[src/rtl/receptor_sumador_if.sv]
// Operand-issue and result-delivery bus between the pipelined adder environment
// and the receive-side checker, plus the checker's status outputs.
`timescale 1ns/1ps

interface receptor_sumador_if #(
  parameter int WIDTH = 4,
  parameter int IDX_W = 4,
  parameter int CNT_W = 8
) ();

  logic             op_valid;
  logic [WIDTH-1:0] dataA;
  logic [WIDTH-1:0] dataB;
  logic [IDX_W-1:0] op_idx;

  logic             res_valid;
  logic [WIDTH-1:0] sum30_dd;
  logic [IDX_W-1:0] idx_dd;

  logic             match;
  logic             mismatch;
  logic [1:0]       err_code;
  logic             err_sticky;
  logic [IDX_W:0]   pending;
  logic [CNT_W-1:0] ok_count;
  logic [CNT_W-1:0] bad_count;

  // The environment side issues operands and results and observes status
  modport master (
    output op_valid, dataA, dataB, op_idx,
    output res_valid, sum30_dd, idx_dd,
    input  match, mismatch, err_code, err_sticky, pending, ok_count, bad_count
  );

  modport slave (
    input  op_valid, dataA, dataB, op_idx,
    input  res_valid, sum30_dd, idx_dd,
    output match, mismatch, err_code, err_sticky, pending, ok_count, bad_count
  );

endinterface

[src/rtl/receptor_sumador.sv]
// Receive-side checker for the pipelined adder: scoreboards issued operand pairs
// by index and classifies each returned sum as match, mismatch or protocol error.
`timescale 1ns/1ps

module receptor_sumador #(
  parameter int WIDTH = 4,
  parameter int IDX_W = 4,
  parameter int CNT_W = 8
) (
  input  logic              clk,
  input  logic              reset_L,
  receptor_sumador_if.slave bus
);

  localparam int               DEPTH   = 2 ** IDX_W;
  localparam logic [CNT_W-1:0] CNT_MAX = '1;
  localparam logic [CNT_W-1:0] CNT_ONE = 1;

  typedef enum logic [1:0] {
    IDLE   = 2'd0,
    CHECK  = 2'd1,
    REPORT = 2'd2
  } state_t;

  state_t state, state_next;

  logic [WIDTH-1:0] sb_a [DEPTH];
  logic [WIDTH-1:0] sb_b [DEPTH];
  logic [DEPTH-1:0] sb_valid, sb_valid_next;

  logic             event_in;
  logic             entry_valid;
  logic             retire;
  logic             orphan;
  logic             same_idx;
  logic             collision;
  logic             is_match;
  logic             is_mismatch;
  logic             report;
  logic [WIDTH-1:0] expected;

  logic [IDX_W:0]   pending_q, pending_next;
  logic [CNT_W-1:0] ok_q, ok_next;
  logic [CNT_W-1:0] bad_q, bad_next;
  logic [CNT_W:0]   bad_sum;
  logic [1:0]       bad_inc;

  logic             match_q, match_next;
  logic             mismatch_q, mismatch_next;
  logic [1:0]       err_q, err_next;
  logic             sticky_q, sticky_next;

  // Classify this cycle's traffic against the pre-write scoreboard contents
  always_comb begin
    event_in    = bus.op_valid | bus.res_valid;
    entry_valid = sb_valid[bus.idx_dd];
    expected    = sb_a[bus.idx_dd] + sb_b[bus.idx_dd];
    retire      = bus.res_valid & entry_valid;
    orphan      = bus.res_valid & ~entry_valid;
    same_idx    = (bus.op_idx == bus.idx_dd);
    collision   = bus.op_valid & sb_valid[bus.op_idx] & ~(retire & same_idx);
    is_match    = retire & (bus.sum30_dd == expected);
    is_mismatch = retire & (bus.sum30_dd != expected);
    report      = retire | orphan | collision;
  end

  // Retire before write so a same-index retire+issue leaves the entry valid
  always_comb begin
    sb_valid_next = sb_valid;
    if (retire) begin
      sb_valid_next[bus.idx_dd] = 1'b0;
    end
    if (bus.op_valid) begin
      sb_valid_next[bus.op_idx] = 1'b1;
    end
  end

  // The registered state describes the output stage: REPORT while a pulse or
  // error is visible, CHECK after a silent evaluation, IDLE with no traffic.
  // Every state evaluates a new event immediately, so traffic never stalls.
  always_comb begin
    state_next = IDLE;
    unique case (state)
      IDLE: begin
        if (event_in) begin
          state_next = report ? REPORT : CHECK;
        end
      end
      CHECK: begin
        if (event_in) begin
          state_next = report ? REPORT : CHECK;
        end
      end
      REPORT: begin
        if (event_in) begin
          state_next = report ? REPORT : CHECK;
        end
      end
      default: state_next = IDLE;
    endcase
  end

  always_comb begin
    match_next    = 1'b0;
    mismatch_next = 1'b0;
    err_next      = 2'b00;
    if (state_next == REPORT) begin
      match_next    = is_match;
      mismatch_next = is_mismatch;
      err_next      = {collision, orphan};
    end
    sticky_next = sticky_q | mismatch_next | (err_next != 2'b00);
  end

  // Occupancy and saturating statistics
  always_comb begin
    pending_next = pending_q
                 + {{IDX_W{1'b0}}, (bus.op_valid & ~collision)}
                 - {{IDX_W{1'b0}}, retire};

    ok_next = ok_q;
    if (is_match && (ok_q != CNT_MAX)) begin
      ok_next = ok_q + CNT_ONE;
    end

    bad_inc  = {1'b0, (is_mismatch | orphan)} + {1'b0, collision};
    bad_sum  = {1'b0, bad_q} + {{(CNT_W-1){1'b0}}, bad_inc};
    bad_next = bad_sum[CNT_W] ? CNT_MAX : bad_sum[CNT_W-1:0];
  end

  always_ff @(posedge clk) begin
    if (reset_L) begin
      state      <= IDLE;
      sb_valid   <= '0;
      pending_q  <= '0;
      ok_q       <= '0;
      bad_q      <= '0;
      match_q    <= 1'b0;
      mismatch_q <= 1'b0;
      err_q      <= 2'b00;
      sticky_q   <= 1'b0;
    end else begin
      state      <= state_next;
      sb_valid   <= sb_valid_next;
      pending_q  <= pending_next;
      ok_q       <= ok_next;
      bad_q      <= bad_next;
      match_q    <= match_next;
      mismatch_q <= mismatch_next;
      err_q      <= err_next;
      sticky_q   <= sticky_next;
    end
  end

  // Operand storage needs no reset; the valid bits alone define occupancy
  always_ff @(posedge clk) begin
    if (!reset_L && bus.op_valid) begin
      sb_a[bus.op_idx] <= bus.dataA;
      sb_b[bus.op_idx] <= bus.dataB;
    end
  end

  assign bus.match      = match_q;
  assign bus.mismatch   = mismatch_q;
  assign bus.err_code   = err_q;
  assign bus.err_sticky = sticky_q;
  assign bus.pending    = pending_q;
  assign bus.ok_count   = ok_q;
  assign bus.bad_count  = bad_q;

endmodule

[src/flat_wrapper.sv]
// flat-port wrapper written by rule: the top's interface ports become plain ports
module receptor_sumador_flat 
#(
  parameter int WIDTH = 4,
  parameter int IDX_W = 4,
  parameter int CNT_W = 8
)
  (clk, reset_L, bus_op_valid, bus_dataA, bus_dataB, bus_op_idx, bus_res_valid, bus_sum30_dd, bus_idx_dd, bus_match, bus_mismatch, bus_err_code, bus_err_sticky, bus_pending, bus_ok_count, bus_bad_count);
  receptor_sumador_if #(.WIDTH(WIDTH), .IDX_W(IDX_W), .CNT_W(CNT_W)) bus_i ();
  input  logic clk;
  input  logic reset_L;
  input wire logic [$bits(bus_i.op_valid)-1:0] bus_op_valid;
  input wire logic [$bits(bus_i.dataA)-1:0] bus_dataA;
  input wire logic [$bits(bus_i.dataB)-1:0] bus_dataB;
  input wire logic [$bits(bus_i.op_idx)-1:0] bus_op_idx;
  input wire logic [$bits(bus_i.res_valid)-1:0] bus_res_valid;
  input wire logic [$bits(bus_i.sum30_dd)-1:0] bus_sum30_dd;
  input wire logic [$bits(bus_i.idx_dd)-1:0] bus_idx_dd;
  output wire logic [$bits(bus_i.match)-1:0] bus_match;
  output wire logic [$bits(bus_i.mismatch)-1:0] bus_mismatch;
  output wire logic [$bits(bus_i.err_code)-1:0] bus_err_code;
  output wire logic [$bits(bus_i.err_sticky)-1:0] bus_err_sticky;
  output wire logic [$bits(bus_i.pending)-1:0] bus_pending;
  output wire logic [$bits(bus_i.ok_count)-1:0] bus_ok_count;
  output wire logic [$bits(bus_i.bad_count)-1:0] bus_bad_count;
  assign bus_i.op_valid = bus_op_valid;
  assign bus_i.dataA = bus_dataA;
  assign bus_i.dataB = bus_dataB;
  assign bus_i.op_idx = bus_op_idx;
  assign bus_i.res_valid = bus_res_valid;
  assign bus_i.sum30_dd = bus_sum30_dd;
  assign bus_i.idx_dd = bus_idx_dd;
  assign bus_match = bus_i.match;
  assign bus_mismatch = bus_i.mismatch;
  assign bus_err_code = bus_i.err_code;
  assign bus_err_sticky = bus_i.err_sticky;
  assign bus_pending = bus_i.pending;
  assign bus_ok_count = bus_i.ok_count;
  assign bus_bad_count = bus_i.bad_count;
  receptor_sumador #(.WIDTH(WIDTH), .IDX_W(IDX_W), .CNT_W(CNT_W)) u_core (.clk(clk), .reset_L(reset_L), .bus(bus_i));
endmodule
[config.mk]
export PLATFORM = sky130hd
export DESIGN_NAME = receptor_sumador_flat
export DESIGN_NICKNAME = d
export VERILOG_FILES = /design/src/rtl/receptor_sumador_if.sv /design/src/rtl/receptor_sumador.sv /design/src/flat_wrapper.sv
export SDC_FILE = /design/constraint.sdc
export NUM_CORES = 1
export LEC_CHECK = 0
export BUFFER_PORTS_ARGS = -buffer_cell sky130_fd_sc_hd__buf_2
export CAP_MARGIN = 20
export CORE_UTILIZATION = 55
export CTS_CLUSTER_DIAMETER = 200
export DETAILED_ROUTE_END_ITERATION = 12
export PLACE_DENSITY = 0.83
export SKIP_LAST_GASP = 1
export SLEW_MARGIN = 20
export SYNTH_ARGS = -nofsm -noshare
export SYNTH_HDL_FRONTEND = slang
export SYNTH_SLANG_ARGS = --single-unit
[constraint.sdc]
create_clock -name clk -period 12.67 [get_ports clk]
set_input_delay 1.9005 -clock clk [delete_from_list [all_inputs] [get_ports clk]]
set_output_delay 1.9005 -clock clk [all_outputs]
set_load 0.005 [all_outputs]
## Word level (Yosys, flattened, before mapping)

Memories as Yosys holds them, arrays and structs flattened.
Cells that the tools add are included.

| storage, ports and cells | value |
|---|---|
| output and inout port bits | 26 |
| bits of input ports | 24 |
| logic and storage cells | 76 |
| RAM bits | 128 |
| flip-flop bits (word level) | 44 |
| memories kept | 2 |

Memories:

| memory | depth | width | read ports | clocked after Yosys merged registers in | wr ports | line | RTL |
|---|---|---|---|---|---|---|---|
| u_core.sb_a | 16 | 4 | 1 | 0 | 1 | receptor_sumador.sv:27 | `logic [WIDTH-1:0] sb_a [DEPTH];` |
| u_core.sb_b | 16 | 4 | 1 | 0 | 1 | receptor_sumador.sv:28 | `logic [WIDTH-1:0] sb_b [DEPTH];` |

| cells by class | value |
|---|---|
| reductions and logical operators | 9 |
| $add $sub $neg | 6 |
| $lt $le $gt $ge | 4 |
| muxes and demuxes | 18 |
| equality and inequality tests | 7 |
| bitwise gates (word level) | 21 |

Operators with widths:

| cell | count |
|---|---|
| $mux 16 | 2 |
| $and 16x16->16 | 1 |
| $not 16->16 | 1 |
| $or 16x16->16 | 1 |
| $lt 4x5->1 const B | 2 |
| $add 8x2->9 | 1 |
| $add 8x1->8 const B | 1 |
| $and 1x1->1 | 8 |
| $bmux 1 s4 | 2 |
| $demux 1 s4 | 2 |
| $eq 4x4->1 | 2 |
| $ge 4x1->1 const B | 2 |
| $mux 2 | 4 |
| $mux 8 | 1 |
| $ne 8x8->1 const B | 1 |
| $mux 1 | 7 |
| $or 1x1->1 | 6 |
| $add 5x1->5 | 1 |
| $sub 5x1->5 | 1 |
| $add 4x4->4 | 1 |
| $eq 2x2->1 const B | 2 |
| $logic_and 1x1->1 | 4 |
| $ne 4x4->1 | 1 |
| $not 1->1 | 4 |
| other kinds (7) | 7 |

## Longest topological paths before layout

Gate-level depths: netlist of run 1.

| logic depth | value |
|---|---|
| word-level depth | 14 |
| depth in mapped cells | 20 |
| depth with buffers taken out | 17 |

## Least setup slack after synthesis of run 1

Ideal clock, no wire load.

| timing | value |
|---|---|
| path kind | input-to-reg |
| start point | input port bus_idx_dd[0] |
| end point | register u_core.bad_q[1] (netlist: u_core.bus.bad_count[1]) |
| stages | 20 |
| required time | 12,538 ps |
| buffers on the path | 4 |
| slack | 5,854 ps |
| arrival | 6,684 ps |
| cells stage by stage | buf_2 -> buf_2 -> buf_1 -> mux4_2 -> mux4_2 -> ha_1 -> inv_1 -> fa_1 -> xor2_1 -> nand3_1 -> nor4_1 -> o2bb2ai_2 -> o21ai_0 -> and2_1 -> fa_1 -> ha_1 -> nand3_1 -> or2_2 -> clkbuf_1 -> a21oi_1 |

| between the ends | value |
|---|---|
| word-level cells in the longest chain between the ends | 9 |
| elaborated cells on any way between the ends | 18 |
| classes of those cells | add/sub (3); eq/ne (2); mux (3); bitwise (8); memory (2) |

Ends and longest elaborated chain:

| item | line | RTL |
|---|---|---|
| from (decl) | flat_wrapper.sv:18 | `input wire logic [$bits(bus_i.idx_dd)-1:0] bus_idx_dd;` |
| branches (longest 6 deep; another with $mem_v2 16x4) | - |  |
| $add 1x1->2 * | receptor_sumador.sv:126 | `bad_inc = {1'b0, (is_mismatch \| orphan)} + {1'b0, collision};` |
| $add 8x2->9 * | receptor_sumador.sv:127 | `bad_sum = {1'b0, bad_q} + {{(CNT_W-1){1'b0}}, bad_inc};` |
| $mux 8 * | receptor_sumador.sv:128 | `bad_next = bad_sum[CNT_W] ? CNT_MAX : bad_sum[CNT_W-1:0];` |
| to (signal assigned) | receptor_sumador.sv:147 | `bad_q <= bad_next;` |
| to (decl) | receptor_sumador.sv:44 | `logic [CNT_W-1:0] bad_q, bad_next;` |

Mark *: on every way between the ends. The select of a mux whose other input is x is not followed.
A chain may end at the register's enable or synchronous reset.

## Worst setup path after layout of run 1

| timing | value |
|---|---|
| start point | input port bus_idx_dd[0] |
| end point | register u_core.bad_q[0] (netlist: u_core.bus.bad_count[0]) |

Same word-level chain as after synthesis.

==> results.py, run 1 <==
metrics = {
    "synth": {
        "number_of_enable_flip_flop_cells_after_synthesis": 128,
        "synth.mux.area_fraction_pct": 15.6,
        "synth_simple_gate_area_share_pct": 7.63,
        "synthXorXnorAreaFrac_pct": 2.22,
        "dominantRegCellSynth": "sky130_fd_sc_hd__edfxtp_1",
        "synth-seq-cells": 172,
        "postSynthNetCount": 506,
        "asyncSetResetFlopFracSynth_pct": 0,
        "synth_area_mm2": 0.00738,
        "synth_sequential_area_ratio_pct": 64.1,
        "synth-compound-area-share_pct": 5.46,
        "warning_count_from_the_yosys_run": 0,
        "netlist-cell-type-count": 46,
        "synth_cells": 469,
        "dominant_combinational_cell_family_by_area_after_synthesis": "multiplexers",
        "syn-mean-instance-area_um2": 15.7,
        "synthAdderAreaFrac_pct": 2.51,
    },
    "setup_path": {
        "start_kind": "primary input",
        "worst_path_required_ps": 12960,
        "crit_type": "primary input to flop",
        "timing.critical_path.fanout_max": 41,
        "critical_path.endpoint_type": "flop",
        "arrival_ps": 6660,
        "cp_slowest_stage_delay_ps": 600,
        "crit_path_max_delay_cell_type": "sky130_fd_sc_hd__mux4_2",
        "crit_path_cell_trace": "buf_2, buf_4, mux4_2, mux4_2, ha_1, inv_1, fa_1, xor2_1, nand3_1, nor4_1, o2bb2ai_2, o21ai_0, and2_1, fa_1, ha_1, nand3_1, or2_2, a21oi_1",
    },
    "route": {
        "drc_marker_count_from_the_first_detailed_route_iteration": 439,
        "drt_first_pass_iters": 6,
        "drtAntennaViolNets": 0,
        "total_number_of_vias": 4365,
        "post_drt_wl_per_cell_um": 22.4,
        "vias_per_cell": 6.24,
        "finalWirelength_um": 15700,
        "drc_violation_count_after_routing": 0,
    },
    "pwr": {
        "cellInternalPower_mw": 0.982,
        "power_frac_seq_pct": 49.1,
        "logic_gate_share_of_total_power_pct": 9.0,
        "static-leakage-power_nw": 2.91,
        "clockPowerShare_pct": 42.0,
        "power.density_cell_area_mw_per_mm2": 152,
        "total_power_mw": 1.27,
        "vdd.ir_drop.worst_uv": 117,
        "switching_share_pct": 22.7,
        "netSwitchingPower_mw": 0.289,
    },
    "final_layout": {
        "leading_cell_types_in_the_layout_fill_and_taps_excluded": "sky130_fd_sc_hd__edfxtp_1, sky130_fd_sc_hd__buf_2, sky130_fd_sc_hd__mux4_2",
        "layout-drive-gt1-share_pct": 28.3,
        "layout-area-overhead-vs-synth_pct": 13.6,
        "layout.cells.most_common": "sky130_fd_sc_hd__edfxtp_1",
        "design.final.nets": 551,
    },
    "timing": {
        "fraction_of_the_cycle_the_final_worst_path_needs_pct": 50.2,
        "timing.final.max_slew_violations": 0,
        "rsz_0062_raised_after_global_routing": "no",
        "slew_headroom_pct": 22.7,
        "timing_worst_slew_pin_value_ps": 1160,
        "min_period_ps": 6370,
        "setup_total_neg_slack_ps": 0,
        "timing.clock.skew_ps": 7.73,
        "timing.final.setup_violations": 0,
        "achievable-frequency_ghz": 0.157,
        "hold_violations": 0,
    },
    "clocking": {
        "tritoncts_num_sinks": 172,
        "cts_max_path_buffers": 2,
        "cts_tree": "built",
        "clk_pin_slew_ps": 60,
        "clock_latency_ps": 430,
        "tritoncts.num_buffers": 17,
        "cts_repair_resizes": 0,
        "post-cts-setup-buffers": 0,
        "cts_max_level": 4,
        "cts_root_buffer": "sky130_fd_sc_hd__clkbuf_16",
        "post_cts_hold_buffer_count": 0,
    },
    "floorplan": {
        "die_area_mm2": 0.0139,
        "core_area_mm2": 0.0128,
        "io_pins": 50,
        "placementRows": 41,
        "start_util_pct": 57.5,
        "die_w_um": 118,
        "die_height_um": 118,
    },
    "flow_run": {
        "cap_violations": 0,
    },
    "placed_design": {
        "gp_congestion": 0.879,
        "place.detailed.hpwl_um": 9750,
        "io_buffer_count": 49,
    },
    "min_path": {
        "hold_path.class": "flop to flop",
    },
    "global_route": {
        "grt.total_usage_pct": 24.4,
        "grt_remaining_overflow": 0,
        "grt_pass1_wl_um": 24800,
        "pin_count_of_the_biggest_net_entering_global_routing": 46,
        "antenna_found_initial": 1,
        "first_global_vias": 4554,
    },
    "status": {
        "outcome": "complete, no violations",
    },
}
through the flow:
stage               instance area, um^2  cells  hold WS (ps)  util [%]  setup slack [ps]
floorplan                          7380    469           468         -              5850
global route                       8380    700           501      65.4              6020
detailed placement                 7760    666           484      60.5              5910
finish                             8380    700           500      65.4              6300
global placement                   7760    666           479      60.5              6100
CTS                                8370    698           491      65.2              6310
worst paths after layout:
path	end	depth (start not counted)	from	slack, ps
setup / recovery	u_core.bus.bad_count[0]	18	bus_idx_dd[0]	6300
hold / removal	u_core.bus.err_sticky	1	u_core.bus.err_sticky	500
setup reg to reg	u_core.bus.bad_count[0]	16	u_core.sb_a[4][0]	8170
hold reg to reg	u_core.bus.err_sticky	1	u_core.bus.err_sticky	500
power by group through the flow:
stage | clock network, mW | registers (mW) | logic, mW
final | 0.533 | 0.623 | 0.114
after floorplan | 0 | 0.635 | 0.0802
after detailed placement | 0 | 0.635 | 0.113
after global routing | 0.563 | 0.624 | 0.126
after global placement | 0 | 0.634 | 0.107
after CTS | 0.541 | 0.623 | 0.114
cells in the mapped netlist (2+ instances only):
cell type	instances	area, um^2
sky130_fd_sc_hd__o21ai_0	9	45.0
sky130_fd_sc_hd__xnor2_1	8	70.1
sky130_fd_sc_hd__mux2i_1	5	50.1
sky130_fd_sc_hd__buf_2	5	25.0
sky130_fd_sc_hd__dfxtp_1	44	881
sky130_fd_sc_hd__buf_1	5	18.8
sky130_fd_sc_hd__clkbuf_1	15	56.3
sky130_fd_sc_hd__nor2_1	26	97.6
sky130_fd_sc_hd__o211ai_1	7	52.6
sky130_fd_sc_hd__a21oi_1	15	75.1
sky130_fd_sc_hd__o31ai_1	3	22.5
sky130_fd_sc_hd__or4_1	5	37.5
sky130_fd_sc_hd__nor3_1	8	40.0
sky130_fd_sc_hd__fa_1	3	60.1
sky130_fd_sc_hd__nand2b_1	12	75.1
sky130_fd_sc_hd__or2_2	5	31.3
sky130_fd_sc_hd__edfxtp_1	128	3840
sky130_fd_sc_hd__ha_1	10	125
sky130_fd_sc_hd__mux4_2	48	1080
sky130_fd_sc_hd__nand2_1	14	52.6
sky130_fd_sc_hd__and3_1	5	31.3
sky130_fd_sc_hd__a211oi_1	2	15.0
sky130_fd_sc_hd__xor2_1	8	70.1
sky130_fd_sc_hd__nor2b_1	4	25.0
sky130_fd_sc_hd__nand4_1	4	25.0
sky130_fd_sc_hd__o21a_1	2	15.0
sky130_fd_sc_hd__a31o_2	7	61.3
sky130_fd_sc_hd__inv_1	19	71.3
sky130_fd_sc_hd__nand3_1	15	75.1
sky130_fd_sc_hd__a21o_1	3	22.5
sky130_fd_sc_hd__and2_1	4	25.0
sky130_fd_sc_hd__or3_1	2	12.5
sky130_fd_sc_hd__nand3b_1	3	22.5
sky130_fd_sc_hd__o311ai_0	4	35.0
state kept, by name (all words and copies together), names as in the netlist:
name / count
u_core.sb_valid: 16
u_core.bus.match: 1
u_core.sb_a: 64
u_core.bus.ok_count: 8
u_core.bus.pending: 5
u_core.bus.mismatch: 1
u_core.bus.bad_count: 8
u_core.bus.err_code: 2
u_core.bus.err_sticky: 1
u_core.sb_b: 64
u_core.state: 2
logic make-up (layout without fill, tap and decap cells):
kind of cell,after synthesis,in the layout
buffers and inverters,45,103
multiplexers,55,55
AO/OA/AOI/OAI,58,58
adder cells (fa/ha/maj),13,13
other,0,1
XOR/XNOR,17,17
flip-flops,172,172
AND/OR/NAND/NOR,109,109
per-layer routing:
| metal | vias up | track usage, % | wire length [um] |
|---|---|---|---|
| li1 | 1927 | - | - |
| met1 | 2204 | 30.0 | 6090 |
| met2 | 194 | 40.3 | 8110 |
| met3 | 40 | 5.52 | 1020 |
| met4 | 0 | 12.8 | 450 |
| met5 | - | 0 | 0 |
cell type report:
class | instances | area [um^2]
well taps | 172 | 215
fillers | 879 | 4440
repair buffers | 52 | 272
multi-input cells | 252 | 2490
flip-flops and latches | 172 | 4720
diodes | 1 | 2.50
inverters | 19 | 71.3
clock buffers | 18 | 429
clock inverters | 14 | 179
worst max-delay path, delay by kind of cell:
| family | cells | cell delay, ps |
|---|---|---|
| XOR/XNOR | 1 | 200 |
| adder cells (fa/ha/maj) | 4 | 1380 |
| multiplexers | 2 | 1080 |
| AO/OA/AOI/OAI | 3 | 370 |
| buffers and inverters | 3 | 720 |
| AND/OR/NAND/NOR | 5 | 990 |
No activity file was read; power rests on OpenSTA's default activity.
==> run 2: changes to the inputs <==
CORE_UTILIZATION = 54   (was 55)
PLACE_DENSITY = 0.84   (was 0.83)
clock period = 5.7 ns   (was 12.67 ns; I/O delays follow)
==> run 2 against run 1 <==
Compared with the run above: die area rose by 1.8%; sequential power rose by 120%; non-clock buffer count rose by 6; routed wire length rose by 0.33%; global-route usage fell by 0.32 points; register-to-register slack got worse by 7000 ps; total power rose by 120%; sequential cell count did not move; core utilization fell by 2.0 points; clock power rose by 120%; final cell count rose by 0.86%; critical endpoint is now u_core.bus.bad_count[6].
==> results.py, run 2 (same netlist as run 1, synthesis figures left out) <==
metrics = {
    "setup_path": {
        "crit_path_start": "bus_idx_dd[0]",
        "r2r_start": "u_core.sb_a[3][0]",
        "crit_type": "primary input to flop",
        "crit_path_max_delay_cell_type": "sky130_fd_sc_hd__mux4_2",
        "start_kind": "primary input",
        "top_cell_family_by_delay_on_the_critical_path": "adder cells",
        "cp_slowest_stage_delay_ps": 520,
        "critical_path.endpoint_type": "flop",
        "worst_path_required_ps": 6030,
        "timing.critical_path.buf_inv": 2,
        "arrival_ps": 5550,
        "crit_path_cell_trace": "buf_2, buf_4, mux4_2, mux4_2, ha_1, xor3_1, nand3_1, nor4_1, o2bb2ai_2, o21ai_0, and2_1, fa_1, ha_1, nand3_1, nor2_1, a211oi_1",
        "timing.critical_path.fanout_max": 16,
    },
    "route": {
        "drc_violation_count_after_routing": 0,
        "finalWirelength_um": 15700,
        "drtAntennaViolNets": 0,
        "drc_marker_count_from_the_first_detailed_route_iteration": 392,
        "total_number_of_vias": 4363,
        "drt_first_pass_iters": 7,
        "post_drt_wl_per_cell_um": 22.3,
        "vias_per_cell": 6.18,
    },
    "pwr": {
        "power.density_cell_area_mw_per_mm2": 335,
        "netSwitchingPower_mw": 0.610,
        "vdd.ir_drop.worst_uv": 228,
        "cellInternalPower_mw": 2.21,
        "power_frac_seq_pct": 49.1,
        "static-leakage-power_nw": 2.94,
        "logic_gate_share_of_total_power_pct": 9.2,
        "switching_share_pct": 21.6,
        "total_power_mw": 2.82,
        "clockPowerShare_pct": 41.7,
    },
    "global_route": {
        "grt_pass1_wl_um": 24500,
        "first_global_vias": 4421,
        "pin_count_of_the_biggest_net_entering_global_routing": 27,
        "grt_remaining_overflow": 0,
        "antenna_found_initial": 0,
        "grt.total_usage_pct": 24.0,
    },
    "final_layout": {
        "antenna_cells": 0,
        "fin_util_pct": 63.4,
        "design.final.nets": 557,
        "largest_registers": "u_core.sb_a: 64 flops, u_core.sb_b: 64 flops, u_core.sb_valid: 16 flops",
        "leading_cell_types_in_the_layout_fill_and_taps_excluded": "sky130_fd_sc_hd__edfxtp_1, sky130_fd_sc_hd__buf_2, sky130_fd_sc_hd__mux4_2",
        "layout.cells.most_common": "sky130_fd_sc_hd__edfxtp_1",
        "layout-area-overhead-vs-synth_pct": 14.2,
        "layout-drive-gt1-share_pct": 29.1,
    },
    "timing": {
        "timing.final.setup_violations": 0,
        "fraction_of_the_cycle_the_final_worst_path_needs_pct": 91.6,
        "holdWs_ps": 500,
        "timing.final.max_slew_violations": 0,
        "timing.clock.skew_ps": 6.72,
        "hold_violations": 0,
        "min_period_ps": 5220,
        "slew_headroom_pct": 24.1,
        "rsz_0062_raised_after_global_routing": "no",
        "achievable-frequency_ghz": 0.192,
        "timing_worst_slew_pin_value_ps": 1130,
        "finalWorstSetupSlack_ps": 480,
        "setup_total_neg_slack_ps": 0,
    },
    "min_path": {
        "hold_path.class": "flop to flop",
        "min-delay-start": "u_core.bus.err_sticky",
    },
    "floorplan": {
        "core_area_mm2": 0.0133,
        "die_w_um": 119,
        "io_pins": 50,
        "placementRows": 42,
        "die_height_um": 119,
        "die_area_mm2": 0.0141,
        "start_util_pct": 55.5,
    },
    "clocking": {
        "post-cts-setup-buffers": 0,
        "cts_max_level": 4,
        "cts_repair_resizes": 0,
        "clk_pin_slew_ps": 60,
        "clock_latency_ps": 430,
        "tritoncts_num_sinks": 172,
        "tritoncts.num_buffers": 17,
        "cts_max_path_buffers": 2,
        "cts_root_buffer": "sky130_fd_sc_hd__clkbuf_16",
        "cts_tree": "built",
        "post_cts_hold_buffer_count": 0,
    },
    "placed_design": {
        "gp_congestion": 0.858,
        "place.detailed.hpwl_um": 10400,
        "placement.setup.worst_slack_ps": 75.6,
        "io_buffer_count": 49,
    },
    "flow_run": {
        "cap_violations": 0,
    },
    "status": {
        "outcome": "complete, no violations",
    },
}
-- run 2: cell count changes in the layout (fill, tap and decap cells not counted), moves of 2 or more --
| cell | delta |
|---|---|
| sky130_fd_sc_hd__buf_4 | +6 |
| sky130_fd_sc_hd__inv_8 | -2 |
| sky130_fd_sc_hd__inv_6 | -4 |
| sky130_fd_sc_hd__clkinv_4 | +3 |
-- run 2: final cells by class --
| class | instances | area, um^2 |
|---|---|---|
| timing repair buffer | 58 | 317 |
| multi-input combinational | 252 | 2490 |
| fill | 931 | 4870 |
| inverter | 19 | 71.3 |
| clock buffer | 17 | 425 |
| clock inverter | 12 | 175 |
| tap | 176 | 220 |
| sequential | 172 | 4720 |
-- run 2: path summary, 6_finish.rpt --
check | endpoint | slack, ps | cells after the start
setup / recovery | u_core.bus.bad_count[6] | 480 | 16
hold / removal | u_core.bus.err_sticky | 500 | 1
setup reg to reg | u_core.bus.bad_count[6] | 1220 | 16
hold reg to reg | u_core.bus.err_sticky | 500 | 1
-- run 2: per-layer routing --
| layer | part of all wire (%) | vias to the layer above | wire length [um] | GRT usage (%) |
|---|---|---|---|---|
| li1 | - | 1929 | - | - |
| met1 | 41 | 2193 | 6460 | 31.3 |
| met2 | 50 | 213 | 7870 | 38.6 |
| met3 | 6.7 | 28 | 1050 | 5.27 |
| met4 | 2.2 | 0 | 340 | 11.7 |
| met5 | 0 | - | 0 | 0 |
-- run 2: through the flow --
stage          cells  instance area (um^2)
2_1_floorplan    469                  7380
3_3_place_gp     674                  7790
3_5_place_dp     674                  7790
4_1_cts          703                  8400
5_1_grt          706                  8420
6_report         706                  8420
-- run 2: power groups by stage --
stage	Combinational, mW	Sequential, mW	Clock (mW)
after floorplan	0.179	1.41	0
after global placement	0.242	1.41	0
after detailed placement	0.257	1.41	0
after CTS	0.259	1.39	1.19
after global routing	0.285	1.39	1.23
final	0.258	1.39	1.18
==> run 3: changes to the inputs <==
PLACE_DENSITY = 0.75   (was 0.84)
SETUP_SLACK_MARGIN = 0.1   (was unset)
TNS_END_PERCENT = 10   (was unset)
==> run 3 against run 2 <==
Compared with the run above: global-route usage rose by 0.093 points; design area fell by 0.33%; final cell count rose by 0.28%; die area did not move; register-to-register slack improved by 40 ps; core utilization fell by 0.21 points; first-iteration DRC count fell by 17%; maximum frequency rose by 0.47%; non-clock buffer count did not move; critical endpoint is now u_core.bus.bad_count[0]; total power fell by 2.2%; clock power fell by 5%; largest cell class unchanged; sequential share of layout area rose by 0.18 points.
==> results.py, run 3 (same netlist as run 1, synthesis figures left out) <==
metrics = {
    "final_layout": {
        "layout-area-overhead-vs-synth_pct": 13.8,
        "layout.cell_area.non_filler_mm2": 0.00840,
        "layout.cells.most_common": "sky130_fd_sc_hd__edfxtp_1",
        "finish.cell_count_without_fillers": 708,
        "antenna_cells": 0,
        "largest_registers": "u_core.sb_a: 64 flops, u_core.sb_b: 64 flops, u_core.sb_valid: 16 flops",
        "final.fill_count": 925,
        "multi_input_area_mm2": 0.00249,
        "design.final.nets": 557,
        "layout-drive-gt1-share_pct": 29.5,
        "fin_util_pct": 63.2,
        "area.sequential_mm2": 0.00472,
        "leading_cell_types_in_the_layout_fill_and_taps_excluded": "sky130_fd_sc_hd__edfxtp_1, sky130_fd_sc_hd__buf_2, sky130_fd_sc_hd__mux4_2",
    },
    "timing": {
        "timing.final.setup_violations": 0,
        "achievable-frequency_ghz": 0.192,
        "timing_worst_slew_pin_value_ps": 1090,
        "min_period_ps": 5200,
        "hold_violations": 0,
        "fraction_of_the_cycle_the_final_worst_path_needs_pct": 91.1,
        "rsz_0062_raised_after_global_routing": "no",
        "slew_headroom_pct": 27.1,
        "setup_total_neg_slack_ps": 0,
        "timing.clock.skew_ps": 9.93,
        "timing.final.max_slew_violations": 0,
    },
    "route": {
        "finalWirelength_um": 15700,
        "drtAntennaViolNets": 0,
        "post_drt_wl_per_cell_um": 22.1,
        "drc_violation_count_after_routing": 0,
        "vias_per_cell": 6.19,
        "drc_marker_count_from_the_first_detailed_route_iteration": 326,
        "drt_first_pass_iters": 5,
        "total_number_of_vias": 4379,
    },
    "global_route": {
        "grt_pass1_wl_um": 24700,
        "first_global_vias": 4362,
        "pin_count_of_the_biggest_net_entering_global_routing": 27,
        "antenna_found_initial": 0,
        "grt.total_usage_pct": 24.1,
        "grt_remaining_overflow": 0,
    },
    "floorplan": {
        "core_area_mm2": 0.0133,
        "die_height_um": 119,
        "start_util_pct": 55.5,
        "placementRows": 42,
        "die_w_um": 119,
        "io_pins": 50,
        "die_area_mm2": 0.0141,
    },
    "setup_path": {
        "crit_path_start": "bus_idx_dd[0]",
        "crit_type": "primary input to flop",
        "start_kind": "primary input",
        "endpoint": "u_core.bus.bad_count[0]",
        "worst_path_required_ps": 5990,
        "arrival_ps": 5490,
        "critical_path.endpoint_type": "flop",
        "ff2ff_path_depth": 16,
        "timing.critical_path.fanout_max": 20,
        "regToRegSetupSlack_ps": 1260,
        "rr_endpoint": "u_core.bus.bad_count[0]",
        "r2r_start": "u_core.sb_a[14][0]",
    },
    "placed_design": {
        "place.detailed.hpwl_um": 9890,
        "gp_congestion": 0.877,
        "io_buffer_count": 49,
        "dpl-instance-area_mm2": 0.00781,
        "number_of_cells_in_the_design_after_placement": 676,
    },
    "min_path": {
        "hold_path.class": "flop to flop",
    },
    "clocking": {
        "cts_repair_resizes": 0,
        "clk_pin_slew_ps": 60,
        "tritoncts_num_sinks": 172,
        "cts_root_buffer": "sky130_fd_sc_hd__clkbuf_16",
        "cts_max_level": 4,
        "post_cts_hold_buffer_count": 0,
        "cts_max_path_buffers": 2,
        "tritoncts.num_buffers": 17,
        "cts_tree": "built",
        "post-cts-setup-buffers": 0,
        "clock_latency_ps": 430,
    },
    "pwr": {
        "power.density_cell_area_mw_per_mm2": 329,
        "vdd.ir_drop.worst_uv": 195,
        "static-leakage-power_nw": 2.92,
    },
    "status": {
        "outcome": "complete, no violations",
    },
    "flow_run": {
        "cap_violations": 0,
    },
}
run 3: routing by layer:
metal | track usage (%) | vias to the layer above | share of wire (%)
li1 | - | 1922 | -
met1 | 32.3 | 2221 | 40
met2 | 38.8 | 208 | 49
met3 | 5.22 | 28 | 8.0
met4 | 9.73 | 0 | 2.5
met5 | 0 | - | 0
run 3: worst min path at each step:
stage                                 from                     end  slack, ps  cells after the start
floorplan               u_core.sb_valid[0]      u_core.sb_valid[0]        470                      2
global placement    u_core.bus.ok_count[4]  u_core.bus.ok_count[4]        480                      2
detailed placement   u_core.bus.err_sticky   u_core.bus.err_sticky        490                      1
CTS                  u_core.bus.err_sticky   u_core.bus.err_sticky        500                      1
global route        u_core.bus.ok_count[4]  u_core.bus.ok_count[4]        550                      2
finish               u_core.bus.err_sticky   u_core.bus.err_sticky        500                      1
run 3: cell type report:
cell class / instances / area share, %
Clock inverter: 12 / 1.68
Multi-Input combinational cell: 252 / 29.7
Timing Repair Buffer: 58 / 3.73
Inverter: 19 / 0.849
Tap cell: 176 / 2.62
Clock buffer: 19 / 5.16
Sequential cell: 172 / 56.3
run 3: critical path, stage by stage:
cell                        delay [ps]
sky130_fd_sc_hd__buf_2             520
sky130_fd_sc_hd__buf_4             310
sky130_fd_sc_hd__mux4_2            520
sky130_fd_sc_hd__mux4_2            520
sky130_fd_sc_hd__inv_1             100
sky130_fd_sc_hd__fa_1              430
sky130_fd_sc_hd__xor2_1            180
sky130_fd_sc_hd__nand3_1           120
sky130_fd_sc_hd__nor4_1            330
sky130_fd_sc_hd__o2bb2ai_2         170
sky130_fd_sc_hd__o21ai_0           130
sky130_fd_sc_hd__and2_1            190
sky130_fd_sc_hd__fa_1              430
sky130_fd_sc_hd__ha_1              280
sky130_fd_sc_hd__nand3_1           130
sky130_fd_sc_hd__or2_2             180
sky130_fd_sc_hd__a21oi_1            80
run 3: stage by stage:
| step | power [mW] | setup slack [ps] | hold WS [ps] |
|---|---|---|---|
| final | 2.76 | 505 | 497 |
| after global routing | 2.86 | 109 | 545 |
| after CTS | 2.78 | 493 | 502 |
| after detailed placement | 1.66 | 73.9 | 488 |
| after global placement | 1.65 | 216 | 476 |
| after floorplan | 1.59 | 199 | 468 |
run 3: power by group:
part,internal [mW],leakage (nW),switching (mW)
clock,0.647,0.262,0.475
combinational,0.116,1.14,0.137
sequential,1.37,1.51,0.0146
